**src/rtl/instr_fetch.sv**
```systemverilog
// Instruction-fetch stage: PC, icache request/stall handshake, IF/ID register and one-entry skid buffer.
// Optional FETCH_PERF_EN macro adds perf_fetch_cnt / perf_stall_cnt counters.
module instr_fetch #(
  parameter logic [31:0] RESET_PC  = 32'h0000_0000,
  parameter logic [31:0] NOP_INSTR = 32'h0000_0013
) (
  input  logic        clk,
  input  logic        rst,
  // icache handshake: a request completes in any cycle with icache_ren=1 and
  // icache_stall=0; icache_addr is held stable from request start to completion.
  output logic        icache_ren,
  output logic [31:0] icache_addr,
  input  logic [31:0] icache_rdata,
  input  logic        icache_stall,
  input  logic        redirect_valid,
  input  logic [31:0] redirect_pc,
  input  logic        hold,
  output logic        if_valid,
  output logic [31:0] if_instr,
  output logic [31:0] if_pc,
  output logic [1:0]  dbg_state
`ifdef FETCH_PERF_EN
  ,
  output logic [31:0] perf_fetch_cnt,
  output logic [31:0] perf_stall_cnt
`endif
);

  typedef enum logic [1:0] {
    S_IDLE    = 2'd0,
    S_FETCH   = 2'd1,
    S_DISCARD = 2'd2
  } state_t;

  state_t      state, state_nxt;
  logic [31:0] pc;
  logic [31:0] stale_addr;
  logic        skid_valid;
  logic [31:0] skid_instr;
  logic [31:0] skid_pc;
  logic        complete;
  logic        outstanding;
  logic        take;

  assign dbg_state = state;

  // State register
  always_ff @(posedge clk or posedge rst) begin
    if (rst) state <= S_IDLE;
    else     state <= state_nxt;
  end

  // Next-state logic
  always_comb begin
    state_nxt = state;
    case (state)
      S_IDLE:  state_nxt = S_FETCH;
      S_FETCH, S_DISCARD: begin
        if (redirect_valid)
          state_nxt = outstanding ? S_DISCARD : S_FETCH;
        else if (state == S_DISCARD && complete)
          state_nxt = S_FETCH;
      end
      default: state_nxt = S_FETCH;
    endcase
  end

  // Outputs: no new request is started while the skid buffer is occupied
  always_comb begin
    icache_ren  = 1'b0;
    icache_addr = pc;
    case (state)
      S_FETCH:   icache_ren = ~skid_valid;
      S_DISCARD: begin
        icache_ren  = 1'b1;
        icache_addr = stale_addr;
      end
      default: icache_ren = 1'b0;
    endcase
  end

  assign complete    = icache_ren & ~icache_stall;
  assign outstanding = icache_ren & icache_stall;
  assign take        = complete & (state == S_FETCH) & ~redirect_valid;

  always_ff @(posedge clk or posedge rst) begin
    if (rst) begin
      pc         <= RESET_PC;
      stale_addr <= RESET_PC;
      skid_valid <= 1'b0;
      skid_instr <= 32'h0;
      skid_pc    <= 32'h0;
      if_valid   <= 1'b0;
      if_instr   <= NOP_INSTR;
      if_pc      <= 32'h0;
    end else if (state != S_IDLE) begin
      if (redirect_valid) begin
        pc         <= {redirect_pc[31:2], 2'b00};
        if_valid   <= 1'b0;
        if_instr   <= NOP_INSTR;
        skid_valid <= 1'b0;
        // Remember the abandoned address so it stays on the bus until the cache finishes it
        if (outstanding && state == S_FETCH) stale_addr <= pc;
      end else begin
        if (take) pc <= pc + 32'd4;
        if (hold && if_valid) begin
          if (take) begin
            skid_valid <= 1'b1;
            skid_instr <= icache_rdata;
            skid_pc    <= pc;
          end
        end else if (skid_valid) begin
          if_valid   <= 1'b1;
          if_instr   <= skid_instr;
          if_pc      <= skid_pc;
          skid_valid <= 1'b0;
        end else if (take) begin
          if_valid <= 1'b1;
          if_instr <= icache_rdata;
          if_pc    <= pc;
        end else begin
          if_valid <= 1'b0;
          if_instr <= NOP_INSTR;
        end
      end
    end
  end

`ifdef FETCH_PERF_EN
  always_ff @(posedge clk or posedge rst) begin
    if (rst) begin
      perf_fetch_cnt <= 32'h0;
      perf_stall_cnt <= 32'h0;
    end else begin
      if (take)        perf_fetch_cnt <= perf_fetch_cnt + 32'd1;
      if (outstanding) perf_stall_cnt <= perf_stall_cnt + 32'd1;
    end
  end
`endif

endmodule
```
**config.mk**
```make
export PLATFORM = sky130hd
export DESIGN_NAME = instr_fetch
export DESIGN_NICKNAME = d
export VERILOG_FILES = /design/src/rtl/instr_fetch.sv
export SDC_FILE = /design/constraint.sdc
export NUM_CORES = 1
export LEC_CHECK = 0
export CORE_AREA = 3 3 121 170
export DETAILED_ROUTE_END_ITERATION = 10
export DIE_AREA = 0 0 124 173
export GPL_TIMING_DRIVEN = 0
export PLACE_DENSITY = 0.83
export SYNTH_ARGS = -nofsm -noshare
export SYNTH_HDL_FRONTEND = slang
export SYNTH_SLANG_ARGS = --single-unit
```
**constraint.sdc**
```tcl
create_clock -name clk -period 6.6 [get_ports clk]
set_clock_uncertainty 0.2 [all_clocks]
set_input_delay 0.99 -clock clk [delete_from_list [all_inputs] [get_ports clk]]
set_output_delay 0.99 -clock clk [all_outputs]
set_load 0.03 [all_outputs]
```
* After elaboration in Yosys (flattened, before gate mapping)
Index checks and enable logic that the tools add are counted.
** Word-level totals
- Flip-flop bits (word level) :: 196
- Latch bits :: 0
- Memory bits (writable) :: 0
- Memory bits (read-only) :: 0
- Input port bits :: 69
- Output and inout port bits :: 100
- Word-level logic and storage cells :: 57
- Memories :: 0
** Operators by class
- Add/subtract/negate cells :: 1
- Multiply operators :: 0
- Div/mod/pow operators :: 0
- Magnitude comparators :: 0
- Eq/ne operators :: 5
- Shifts and indexed selects :: 0
- Mux-type cells :: 21
- Bitwise operators :: 8
- Reduce and logical (&&, ||, !) cells :: 13
** Operator list (count)
- 32-bit two-way mux :: 9
- 32-bit by 3-bit adder with 32-bit output, second input constant :: 1
- 2-bit two-way mux :: 4
- 4-bit AND reduction :: 2
- 1-bit two-way mux :: 7
- 3-bit != test, second input constant :: 2
- 2-bit AND reduction :: 3
- 2-bit nonzero test :: 3
- 1-bit bitwise AND :: 4
- 1-bit NOT :: 4
- 1-bit logical AND :: 3
- 3-bit AND reduction :: 1
- 2-bit by 1-bit == test with 1-bit output, second input constant :: 1
- 2-bit == test, second input constant :: 1
- 2-bit != test, second input constant :: 1
- 1-bit case mux with 2 select lines :: 1
- 2-bit OR reduction :: 1

* Longest topological paths before layout
Gate-level depths: netlist of the first run.
- Depth after elaboration :: 9
- Mapped depth :: 9

* Least setup slack after synthesis of the first run
No wires, ideal clock.
- Path kind :: flip-flop to output port
- From :: reg state[0], in the netlist dbg_state[0]
- To :: out icache_addr[19]
- Arrival :: 1.908 ns
- Required time :: 5.410 ns
- Setup slack :: 3.502 ns
- Cell stages (with the launch flop) :: 6
- Path buffers :: 2
- Cell sequence :: dfrtp_1 -> inv_1 -> ha_1 -> buf_2 -> clkbuf_1 -> o21ai_0
** On the way
- Cells in the longest elaborated chain, start to end :: 2
** RTL lines
- from (decl) :: RTL line 35 : state_t state, state_nxt;
- from (signal assigned) :: RTL line 50 : else state <= state_nxt;
- 2-bit == test :: RTL line 72 : case (state)
- 32-bit two-way mux :: RTL line 72
- to (decl) :: RTL line 12 : output logic [31:0] icache_addr,
Every way passes these cells.

* Worst setup path in the final report of the first run
- From :: reg state[0], in the netlist dbg_state[0]
- To :: out icache_addr[15]
Same word-level chain as after synthesis.

==> results of run 1 <==
==> per-stage QoR <==
step	setup TNS, ns	hold WS (ns)	setup WS, ns	total power, uW
2_1_floorplan	0	0.258	0.301	3270
3_3_place_gp	-390.46	0.261	-2.13	4050
4_1_cts	0	0.287	2.50	5180
6_report	0	0.282	2.54	5170
5_1_grt	0	0.308	2.41	5450
3_5_place_dp	0	0.270	2.95	4120
==> how the worst max path moves through the flow <==
stage                   startpoint               to
floorplan                      rst     dbg_state[0]
global placement               rst        if_pc[20]
detailed placement  redirect_valid            pc[7]
CTS                   dbg_state[0]  icache_addr[15]
global route          dbg_state[0]  icache_addr[15]
finish                dbg_state[0]  icache_addr[15]
==> worst reg2reg max path: cells and delay by family (launching register included) <==
family	cells	cell delay, ns
buffers and inverters	4	1.08
adder cells (fa/ha/maj)	1	0.14
AO/OA/AOI/OAI	2	0.84
flip-flops	1	0.40
AND/OR/NAND/NOR	1	0.09
==> layer usage <==
metal / up-vias / track usage, %
li1: 3247 / -
met1: 3569 / 29.0
met2: 329 / 39.1
met3: 72 / 5.50
met4: 0 / 10.1
met5: - / 0
==> layout make-up <==
cell class / count / area [um^2] / area share, %
Tap cell: 248 / 310 / 2.69
Timing Repair Buffer: 163 / 1650 / 14.3
Buffer: 69 / 337 / 2.92
Clock buffer: 17 / 425 / 3.69
Multi-Input combinational cell: 534 / 3880 / 33.6
Clock inverter: 15 / 185 / 1.61
Inverter: 7 / 33.8 / 0.293
Sequential cell: 188 / 4710 / 40.9
==> layout by cell type, fill, tap and decap left out, types with 19 or more instances in the layout <==
| master | instances |
|---|---|
| nand2_1 | 86 |
| mux2_2 | 117 |
| clkbuf_1 | 40 |
| a21oi_1 | 28 |
| nand3_1 | 20 |
| a22oi_1 | 31 |
| dfrtp_1 | 185 |
| nor2_1 | 19 |
| o21ai_0 | 85 |
| clkdlybuf4s50_1 | 162 |
| mux2i_1 | 33 |
==> flip-flops by register name (all words and copies together) (netlist names) <==
register	cells
pc	30
skid_pc	30
stale_addr	30
if_valid	1
skid_valid	1
if_pc	30
skid_instr	32
if_instr	32
dbg_state	2
==> power groups by stage <==
stage	clock network (uW)	registers [uW]	logic, uW
2_1_floorplan	0	2030	1240
3_3_place_gp	0	1860	2200
3_5_place_dp	0	1880	2240
4_1_cts	1060	1860	2260
5_1_grt	1110	1920	2420
6_report	1040	1870	2260
==> kinds of logic after synthesis <==
kind of cell,count (synthesis),synth area share (%)
AO/OA/AOI/OAI,188,12.9
flip-flops,188,52.7
AND/OR/NAND/NOR,183,10.7
multiplexers,155,19.1
buffers and inverters,76,4.06
adder cells (fa/ha/maj),4,0.560
other,1,0.0420
==> metrics.txt, run 1 <==
Hold Path Stages=2; Core ar.=19200 um^2; nets=1053; first-pass GRT wire length=39300 um; kind of critical path=flop to output port; crit end category=output port; DP Area=around 11000 um^2; hold buffers post-CTS=0; Clock transition at path regs=about 0.08 ns; internal power=3050 uW; Synth top area share=51.8%; CP max FO=10; metal2 WL=12500 um; reg2reg setup slack=~3.7 ns; Crit path buffers/inverters=4; Flop pwr share=a little over a third; Site Rows=60; 1st-iter DRT viols=633; Num Clock Sinks=around 190; Crit path required time=5.41 ns; Reg2Reg Depth=8; Post-Route WL=24500 um; top layer in use=met4; # DRC=0; reg2reg end=pc[3]; Routed met1 length=about 9300 um; pins over their slew limit=0; Post-Layout Cell Count=between 1000 and 1500; critical path arrival=2.87 ns; Slew headroom=between 40 and 50%; largest net degree at the start of global routing=about 120; Boundary Pins=169; 1st-pass router iterations=5; Final Cycle Share=roughly three fifths; setup bufs post-CTS=0; register area share after synthesis=52.7%; DR WL/cell=a little under 20 um; Skew-Pair Late Insertion Delay=0.45 ns; routed wl met3=1830 um; CP startpoint kind=flop; actual slew at the worst max-slew pin=0.876 ns; design area=11500 um^2; Overflow after GRT=0; status=completed; CTS max path bufs=2; Starting Density=between 40 and 50%; die width=between 100 and 150 um; clock root cell=clkbuf_16; hold wc startpoint=if_pc[25]; Sw Share=approximately 40%; Gate power share=43.7%; Synth cell types=62; antenna cells=0; Leak=0.00477 uW; power density cells=449 nW/um^2; largest stage delay on the critical path=around 0.60 ns; Stages on worst setup path=6; synthesized flop and latch total=188; top cell type by total area after synthesis=dfrtp_1; layout cell share with drive strength beyond 1=19.3%; main flop type after synthesis=dfrtp_1; reg2reg start=dbg_state[1]; final count of negative-setup-slack endpoints=0; DR vias=7217; Post-synth EDFFs=0; YS warnings=0; GRT Util Overall=23.5%; slowest CP cell=clkdlybuf4s50_1; RSZ-0062 raised after global routing=false; Final GP Congestion=0.910; Synth area leaders=dfrtp_1 (52%), mux2_2 (15%), o21ai_0 (4.8%), mux2i_1 (3.7%), nand2_1 (3.6%); clock period minus worst slack=4.06 ns; placed cell count=1209; die area=~21000 um^2; top-count cell post-synth=dfrtp_1; Max Cap Viol=0; number of vias per cell=around 5.8; htree depth=4; post-layout util=60.0%; Fin. Hold Viols=0; post-route ant nets=0; area grow syn2layout=29.0%; worst hold endpoint=if_pc[25]; Port-buffer cells=~160; worst-path cell chain=inv_1 -> ha_1 -> buf_2 -> clkbuf_1 -> mux2_2 -> clkdlybuf4s50_1; Post-synth top cells=dfrtp_1 (185), mux2_2 (117), nand2_1 (86); switching pwr=2130 uW; Num CTS Buffers=17; Achievable Freq=246 MHz; Detailed Place HPWL=17300 um; asr flop ratio synth=100%; Hold Crit Class=flop to flop; VDD IR-drop max=221 uV; CTS tree=yes; delay-heaviest family, CP=buffers and inverters; cts repair resizes=0; initial antenna violation count=0; Clock power frac=20.2%; syn avg cell area=11.2 um^2; number of global-route vias before repair=between 7000 and 8000; Fill cells=1610; Die Y=173 um; Syn Inst Count=795; post-synthesis cell area=8940 um^2
(Power assumes the default switching activity.)
==> inputs of run 2 (changes only) <==
clock period = 3.45 ns   (was 6.6 ns; I/O delays follow)
==> run 2 against run 1 <==
Net effect:
- final area is essentially flat
- hold slack worse by 0.0034 ns
- non-clock buffer count grew 4
- first-iteration DRC count is 22% lower
- wire length is 1.0% lower
- cell count increased by 0.32%
- sequential power increased by 91%
- combinational power is 91% higher
- sequential share of layout area barely moved
- total power rose by 88%
- global-route usage is 0.46 points lower
- critical path type unchanged
==> metrics.txt, run 2 (synthesized netlist as in run 1, its figures left out) <==
status=completed; Starting Density=46.5%; # DRC=0; DR vias=7143; layout cell share with drive strength beyond 1=about a fifth; htree depth=4; Num Clock Sinks=roughly 190; nets=1057; number of global-route vias before repair=7319; number of vias per cell=roughly 5.7; Final TNS setup=0 ns; hold buffers post-CTS=0; Post-Route WL=24200 um; Place WS=0.244 ns; Num CTS Buffers=17; multi-input logic area=3880 um^2; CTS max path bufs=2; final count of negative-setup-slack endpoints=0; VDD IR-drop max=437 uV; Reg area=4710 um^2; Final GP Congestion=between 0.9 and 1; Crit path required time=2.73 ns; first-pass GRT wire length=38900 um; most common cell after layout, fill and taps aside=dfrtp_1; die width=124 um; DR WL/cell=19.5 um; die area=21500 um^2; RSZ-0062 raised after global routing=false; Die Y=173 um; post-route ant nets=0; Achievable Freq=300 MHz; Tot Pwr=9730 uW; Site Rows=60; antenna cells=0; pins over their slew limit=0; initial antenna violation count=1; power density cells=843 nW/um^2; Max Cap Viol=0; CP max FO=10; crit end category=output port; area grow syn2layout=29.1%; cts repair resizes=3; Fin. Hold Viols=0; Leak=between 0.004 and 0.005 uW; Slew headroom=36.2%; largest net degree at the start of global routing=43; Clock transition at path regs=0.07 ns; kind of critical path=flop to output port; CTS tree=yes; Fill cells=1562; Skew-Pair Late Insertion Delay=approximately 0.43 ns; CP startpoint kind=flop; Boundary Pins=169; 1st-iter DRT viols=just under 500; critical path arrival=2.61 ns; DP Area=11000 um^2; Detailed Place HPWL=around 18000 um; actual slew at the worst max-slew pin=0.957 ns; design area=11500 um^2; worst setup margin=0.119 ns; Hold Crit Class=flop to flop; Final Cycle Share=96.6%; Overflow after GRT=0; Core ar.=around 19000 um^2; clock root cell=clkbuf_16; clock period minus worst slack=3.33 ns; GRT Util Overall=23.1%; commonest cells after routing, fill and taps aside=dfrtp_1 (185), clkdlybuf4s50_1 (162), mux2_2 (117); setup bufs post-CTS=0; 1st-pass router iterations=5; Port-buffer cells=162; biggest regs=if_instr: 32 flops, skid_instr: 32 flops
run 2: final timing paths:
check / cells after the start / slack [ns] / start / endpoint
setup / recovery: 6 / 0.12 / dbg_state[0] / icache_addr[29]
hold / removal: 2 / 0.28 / if_pc[25] / if_pc[25]
setup reg to reg: 9 / 0.57 / dbg_state[1] / pc[2]
hold reg to reg: 2 / 0.28 / if_pc[25] / if_pc[25]
max in group asynchronous: 4 / 1.74 / rst / skid_pc[11]
min in group asynchronous: 2 / 0.38 / rst / if_instr[3]
run 2: area by class of cell:
| cell class | instances | share of cell area (%) |
|---|---|---|
| buffer | 69 | 2.95 |
| clock inverter | 13 | 0.976 |
| timing repair buffer | 167 | 14.9 |
| clock buffer | 19 | 3.75 |
| sequential | 188 | 40.8 |
| tap | 248 | 2.69 |
| inverter | 7 | 0.260 |
| multi-input combinational | 534 | 33.6 |
run 2: layer usage:
metal  vias up  share of wire [%]  GRT usage (%)
met2       307                 51           39.4
met4         2                4.2           10.2
met5         -              0.054              0
met3        72                7.0           4.68
li1       3272                  -              -
met1      3490                 37           27.8
run 2: power by group:
group	internal, uW	total [uW]	switching [uW]	leakage, uW
clock	940	1840	900	0.000250
sequential	3040	3580	541	0.00239
combinational	1810	4310	2500	0.00212
run 2: stage by stage:
| step | cells | hold WS (ns) | util [%] |
|---|---|---|---|
| after floorplan | 798 | 0.258 | - |
| after global placement | 1208 | 0.262 | 56.6 |
| after detailed placement | 1213 | 0.269 | 57.1 |
| after CTS | 1245 | 0.285 | 60.0 |
| after global routing | 1245 | 0.307 | 60.0 |
| final | 1245 | 0.279 | 60.0 |
run 2: worst max-delay path, stage by stage (launching register included):
cell             delay [ns]
dfrtp_1                0.41
inv_1                  0.09
ha_1                   0.14
buf_2                  0.20
clkbuf_2               0.33
mux2_2                 0.40
clkdlybuf4s50_1        0.60
